===== src/rtl/uart_rx.sv =====
// UART receiver: 2-flop synchroniser, 8N1 deserialiser and byte FIFO with ready/valid read port.
// Define UART_RX_PARITY_EN to receive 8E1 frames and report parity errors.
module uart_rx #(
  parameter int DIV        = 868,
  parameter int FIFO_DEPTH = 8
) (
  input  logic       clk,
  input  logic       rst,
  input  logic       rx,
  output logic [7:0] rdata,
  output logic       rvalid,
  input  logic       rready,
  output logic       overrun,
  input  logic       overrun_clr,
  output logic       frame_err,
  output logic       parity_err
);

  localparam int CW = $clog2(DIV);
  localparam int AW = $clog2(FIFO_DEPTH);
  localparam logic [CW-1:0] HALF_M1 = CW'(DIV / 2 - 1);
  localparam logic [CW-1:0] FULL_M1 = CW'(DIV - 1);

  typedef enum logic [2:0] {
    IDLE,
    START,
    DATA,
`ifdef UART_RX_PARITY_EN
    PARITY,
`endif
    STOP,
    WAIT_IDLE
  } state_e;

  state_e          state_q;
  logic            rx_s1_q, rxs_q;
  logic [CW-1:0]   cnt_q;
  logic [2:0]      idx_q;
  logic [7:0]      sh_q;
  logic            frame_err_q;
  logic            stop_smp;
  logic            push_w;

  always_ff @(posedge clk) begin
    if (!rst) begin
      rx_s1_q <= 1'b1;
      rxs_q   <= 1'b1;
    end else begin
      rx_s1_q <= rx;
      rxs_q   <= rx_s1_q;
    end
  end

  assign stop_smp = (state_q == STOP) && (cnt_q == '0);

`ifdef UART_RX_PARITY_EN
  logic par_q;
  logic parity_err_q;
  assign push_w     = stop_smp && rxs_q && !par_q;
  assign parity_err = parity_err_q;
`else
  assign push_w     = stop_smp && rxs_q;
  assign parity_err = 1'b0;
`endif

  always_ff @(posedge clk) begin
    if (!rst) begin
      state_q      <= IDLE;
      cnt_q        <= '0;
      idx_q        <= '0;
      sh_q         <= '0;
      frame_err_q  <= 1'b0;
`ifdef UART_RX_PARITY_EN
      par_q        <= 1'b0;
      parity_err_q <= 1'b0;
`endif
    end else begin
      frame_err_q  <= 1'b0;
`ifdef UART_RX_PARITY_EN
      parity_err_q <= 1'b0;
`endif
      case (state_q)
        IDLE: begin
          if (!rxs_q) begin
            state_q <= START;
            cnt_q   <= HALF_M1;
          end
        end
        START: begin
          if (cnt_q == '0) begin
            if (!rxs_q) begin
              state_q <= DATA;
              cnt_q   <= FULL_M1;
              idx_q   <= '0;
`ifdef UART_RX_PARITY_EN
              par_q   <= 1'b0;
`endif
            end else begin
              state_q <= IDLE;
            end
          end else begin
            cnt_q <= cnt_q - CW'(1);
          end
        end
        DATA: begin
          if (cnt_q == '0) begin
            sh_q  <= {rxs_q, sh_q[7:1]};
            cnt_q <= FULL_M1;
            idx_q <= idx_q + 3'd1;
            if (idx_q == 3'd7) begin
`ifdef UART_RX_PARITY_EN
              state_q <= PARITY;
`else
              state_q <= STOP;
`endif
            end
          end else begin
            cnt_q <= cnt_q - CW'(1);
          end
        end
`ifdef UART_RX_PARITY_EN
        PARITY: begin
          if (cnt_q == '0) begin
            par_q   <= ^{sh_q, rxs_q};
            cnt_q   <= FULL_M1;
            state_q <= STOP;
          end else begin
            cnt_q <= cnt_q - CW'(1);
          end
        end
`endif
        STOP: begin
          if (cnt_q == '0) begin
            if (rxs_q) begin
`ifdef UART_RX_PARITY_EN
              if (par_q) parity_err_q <= 1'b1;
`endif
              state_q <= IDLE;
            end else begin
              frame_err_q <= 1'b1;
              state_q     <= WAIT_IDLE;
            end
          end else begin
            cnt_q <= cnt_q - CW'(1);
          end
        end
        WAIT_IDLE: begin
          if (rxs_q) state_q <= IDLE;
        end
        default: state_q <= IDLE;
      endcase
    end
  end

  assign frame_err = frame_err_q;

  // Pointers carry one extra wrap bit so full and empty are distinguishable.
  logic [7:0]  mem_q [FIFO_DEPTH];
  logic [AW:0] wptr_q, rptr_q;
  logic        empty_w, full_w, pop_w, wr_w, ovf_w;
  logic        overrun_q;

  assign empty_w = (wptr_q == rptr_q);
  assign full_w  = (wptr_q[AW-1:0] == rptr_q[AW-1:0]) && (wptr_q[AW] != rptr_q[AW]);
  assign pop_w   = !empty_w && rready;
  assign wr_w    = push_w && (!full_w || pop_w);
  assign ovf_w   = push_w && full_w && !pop_w;

  always_ff @(posedge clk) begin
    if (wr_w) mem_q[wptr_q[AW-1:0]] <= sh_q;
  end

  always_ff @(posedge clk) begin
    if (!rst) begin
      wptr_q    <= '0;
      rptr_q    <= '0;
      overrun_q <= 1'b0;
    end else begin
      if (wr_w)  wptr_q <= wptr_q + (AW+1)'(1);
      if (pop_w) rptr_q <= rptr_q + (AW+1)'(1);
      if (ovf_w)            overrun_q <= 1'b1;
      else if (overrun_clr) overrun_q <= 1'b0;
    end
  end

  assign rvalid  = !empty_w;
  assign rdata   = empty_w ? '0 : mem_q[rptr_q[AW-1:0]];
  assign overrun = overrun_q;

endmodule


===== config.mk =====
export PLATFORM = sky130hd
export DESIGN_NAME = uart_rx
export DESIGN_NICKNAME = d
export VERILOG_FILES = /design/src/rtl/uart_rx.sv
export SDC_FILE = /design/constraint.sdc
export NUM_CORES = 1
export LEC_CHECK = 0
export ABC_AREA = 1
export CORE_MARGIN = 2
export CORE_UTILIZATION = 60
export CTS_BUF_LIST = sky130_fd_sc_hd__clkbuf_16
export CTS_CLUSTER_SIZE = 28
export DETAILED_ROUTE_END_ITERATION = 16
export PLACE_DENSITY = 0.81
export SETUP_SLACK_MARGIN = 0.1
export SLEW_MARGIN = 30
export SYNTH_ARGS = -nofsm -noshare
export SYNTH_HDL_FRONTEND = slang
export SYNTH_SLANG_ARGS = --single-unit

===== constraint.sdc =====
create_clock -name clk -period 2.6 [get_ports clk]
set_input_delay 0.26 -clock clk [delete_from_list [all_inputs] [get_ports clk]]
set_output_delay 0.26 -clock clk [all_outputs]
set_load 0.1 [all_outputs]

==> out/summary.log <==
qor: status.outcome completed
qor: synthesis.synth_top_area_cell sky130_fd_sc_hd__edfxtp_1
qor: layout.flow.area_growth_from_synthesis 15.18%
qor: power.power_leakage 1.899 nW
qor: global_route.gr-usage-all-layers 0.2549
qor: critical_path.reg2reg_depth 10
qor: synthesis.postSynthNetCount 489
qor: place.postPlaceCellArea 4895 um2
qor: route.detailroute.via_count 3485
qor: critical_path.critPathRequiredTime 2580 ps
qor: layout.fraction_of_layout_instances_using_a_drive_strength_above_1 0.1437
qor: global_route.antenna_found_initial 0
qor: layout.num-nets-final 507
qor: power.power_density 756.9 nW/um2
qor: route.wl 10200 um
qor: critical_path.worst_setup_path_end_kind flop
qor: place.post-place-ws 288.6 ps
qor: timing.period_minus_slack 2371 ps
qor: timing.drv_slew 0
qor: layout.n_antenna_cell 0
qor: floorplan.start_util 0.6239
qor: synthesis.synth_cells 478
qor: global_route.global_route.usage.met3 0.03237
qor: floorplan.core_region_area 7292 um2
qor: global_route.globalRoute.busiestLayer met2
qor: synthesis.synth.yosys.seq_area_share 0.5941
qor: global_route.met1_grt_util 0.3050
qor: timing.setup_total_negative_slack 0 ps
qor: synthesis.syn_area_per_cell 9.517 um2
qor: synthesis.synth_top_flop_cell sky130_fd_sc_hd__edfxtp_1
qor: timing.tightest_slew 628.8 ps
qor: synthesis.synth_area 4549 um2
qor: route.antenna_left 0
qor: global_route.largest_net_degree_at_the_start_of_global_routing 33
qor: layout.utilization 0.7186
qor: synthesis.ys_seq_elements 103
qor: route.drtIter0Drc 258
qor: timing.unrepaired_setup_endpoints_after_global_routing true
qor: floorplan.die_height 91.08 um
qor: place.place_inst 584
qor: global_route.grt_pass1_vias 3369
qor: clocking.cts_tree built
qor: timing.finClkSkew 8.632 ps
qor: clocking.clock_tree.root_cell sky130_fd_sc_hd__clkbuf_16
qor: synthesis.synth_area_leaders sky130_fd_sc_hd__edfxtp_1 (42%), sky130_fd_sc_hd__dfxtp_1 (17%), sky130_fd_sc_hd__nor2_1 (9.2%)
qor: clocking.worst_skew_pair.late_latency 340 ps
qor: global_route.grt_first_pass_wirelength 16340 um
qor: clocking.cts_max_path_buffers 2
qor: synthesis.synthDominantCellAreaShare 0.4224
qor: clocking.tritoncts.num_buffers 9
qor: timing.achievable-frequency 421.7 MHz
qor: clocking.h-tree-depth 3
qor: timing.finalSetupViolations 0
qor: place.globalplace.congestion 0.8989
qor: route.routed_vias_inst 5.808
qor: job.max-cap-violations 0
qor: clocking.postCtsSetupRepairBufs 0
qor: hold_path.hold_path.class reg2reg
qor: layout.final-instance-count-excl-fill 600
qor: route.detailedRoute.firstPassIterationCount 5
qor: global_route.grt_remaining_overflow 0
qor: route.detail_route.drc_violations 0
qor: critical_path.crit_arrival 2350 ps
qor: hold_path.hold_depth 1
qor: synthesis.distinct_cell_type_count_after_synthesis 33
qor: critical_path.critical_path.startpoint_type flop
qor: timing.finalCritPeriodShare 0.9121
qor: timing.setup_slack 228.6 ps
qor: global_route.global_route.usage.met2 0.4488
qor: synthesis.yosys_warnings 0
qor: synthesis.synth_enable_flop_cells 64
qor: layout.final_cell_area_excluding_filler_cells 5240 um2
qor: route.wl_per_cell 17.00 um
qor: floorplan.dieArea 8295 um2
qor: synthesis.synthArstFlopShare 0
qor: clocking.cts.reportedPaths.clkPinSlew 70 ps
qor: place.port-buffer-count 15
qor: floorplan.io_pins 17
qor: critical_path.critical_path_peak_fanout 8
qor: floorplan.core.rowCount 31
qor: power.peakVddDrop 0.4381 mV
qor: clocking.cts_num_sinks 103
qor: place.hpwlAfterDp 6758 um
qor: timing.worst_slew_margin_rel 0.5785
qor: critical_path.path_class reg2reg
qor: timing.final-hold-violation-count 0
qor: floorplan.x_dimension_of_the_die 91.08 um
-- state kept, by name, indices dropped and copies added, names as in the netlist, named ones only --
name,count
mem_q,64
cnt_q,10
sh_q,8
rptr_q,4
wptr_q,4
idx_q,3
state_q,3
frame_err,1
overrun,1
rx_s1_q,1
rxs_q,1
-- power breakdown --
part | total (W) | leakage, nW | internal, W | switching, W
clock network | 0.00146 | 0.163 | 0.000856 | 0.000605
registers | 0.00177 | 0.841 | 0.00173 | 0.0000341
logic | 0.000738 | 0.895 | 0.000232 | 0.000506
-- metrics by stage --
stage	power (W)	hold slack [ps]
detailed placement	0.002533	403.7
finish	0.003966	416.0
global route	0.004088	436.0
CTS	0.003974	420.2
global placement	0.002520	399.2
floorplan	0.002322	366.6
-- timing repair --
action | in CTS | in global routing
gates resized for setup | 1 | 4
hold buffers | 0 | 0
pin swaps | 0 | 0
setup endpoints to repair | 3 | 30
-- synth_stat cells (4+ instances only) --
cell	number
sky130_fd_sc_hd__a21oi_1	23
sky130_fd_sc_hd__clkbuf_1	9
sky130_fd_sc_hd__dfxtp_1	39
sky130_fd_sc_hd__edfxtp_1	64
sky130_fd_sc_hd__ha_1	6
sky130_fd_sc_hd__inv_1	30
sky130_fd_sc_hd__inv_2	4
sky130_fd_sc_hd__nand2_1	61
sky130_fd_sc_hd__nand2_2	5
sky130_fd_sc_hd__nand3_1	20
sky130_fd_sc_hd__nor2_1	111
sky130_fd_sc_hd__nor2_2	4
sky130_fd_sc_hd__o21ai_0	42
sky130_fd_sc_hd__o32ai_1	16
sky130_fd_sc_hd__xnor2_1	5
sky130_fd_sc_hd__xor2_1	8
-- critical path, stage by stage, from the launching register on --
cell and delay [ps]:
sky130_fd_sc_hd__dfxtp_1 320, sky130_fd_sc_hd__inv_1 140, sky130_fd_sc_hd__ha_1 220, sky130_fd_sc_hd__nand2_1 60, sky130_fd_sc_hd__nor2_1 190, sky130_fd_sc_hd__nand3_2 120, sky130_fd_sc_hd__nor2_1 180, sky130_fd_sc_hd__nand2_2 110
sky130_fd_sc_hd__inv_2 90, sky130_fd_sc_hd__nand2_2 90, sky130_fd_sc_hd__nor3_2 490
-- kinds of logic (layout without fill, tap and decap cells) --
logic type	after synthesis	after routing	synth area share
and+or+nand+nor	221	221	0.2120
buffers and inverters	50	73	0.04510
DFF	103	103	0.5941
other	1	1	0.0008243
adders and majority gates	6	6	0.01650
xor gates and xnor gates	13	13	0.02503
AOI/OAI and AO/OA	84	84	0.1064
-- per-layer routing --
layer	vias up	share of wire
met1	1650	0.39
met5	-	0
met4	0	0.033
li1	1660	-
met2	142	0.52
met3	33	0.052
-- final cells by class --
class,instances,area (um2)
sequential,103,2704
clock buffer,9,225.2
clock inverter,7,105.1
tap,99,123.9
inverter,35,131.4
multi-input combinational,325,1675
fill,559,2052
timing repair buffer,22,275.3
-- final timing paths --
kind,startpoint,to,slack (ps)
setup / recovery,cnt_q[0],mem_q[4][5],230
setup reg to reg,cnt_q[0],mem_q[4][5],230
hold reg to reg,rx_s1_q,rxs_q,420
hold / removal,rx_s1_q,rxs_q,420
-- cell usage in the layout (no fill, tap or decap), drive strengths merged --
master | synthesis | routed
buf | 6 | 18
o32ai | 16 | 16
conb | 1 | 1
clkinv | 1 | 4
clkdlybuf4s50 | 0 | 4
xnor2 | 5 | 5
nand3 | 21 | 21
inv | 34 | 36
dfxtp | 39 | 39
ha | 6 | 6
nand2 | 68 | 68
clkbuf | 9 | 9
a21oi | 23 | 23
nor3 | 6 | 6
or2 | 3 | 3
o21ai | 45 | 45
nand3b | 1 | 1
xor2 | 8 | 8
nor2 | 118 | 118
edfxtp | 64 | 64
bufinv | 0 | 2
nor4 | 1 | 1
nand4 | 3 | 3
Note: power is estimated with default switching activity, not from simulation.
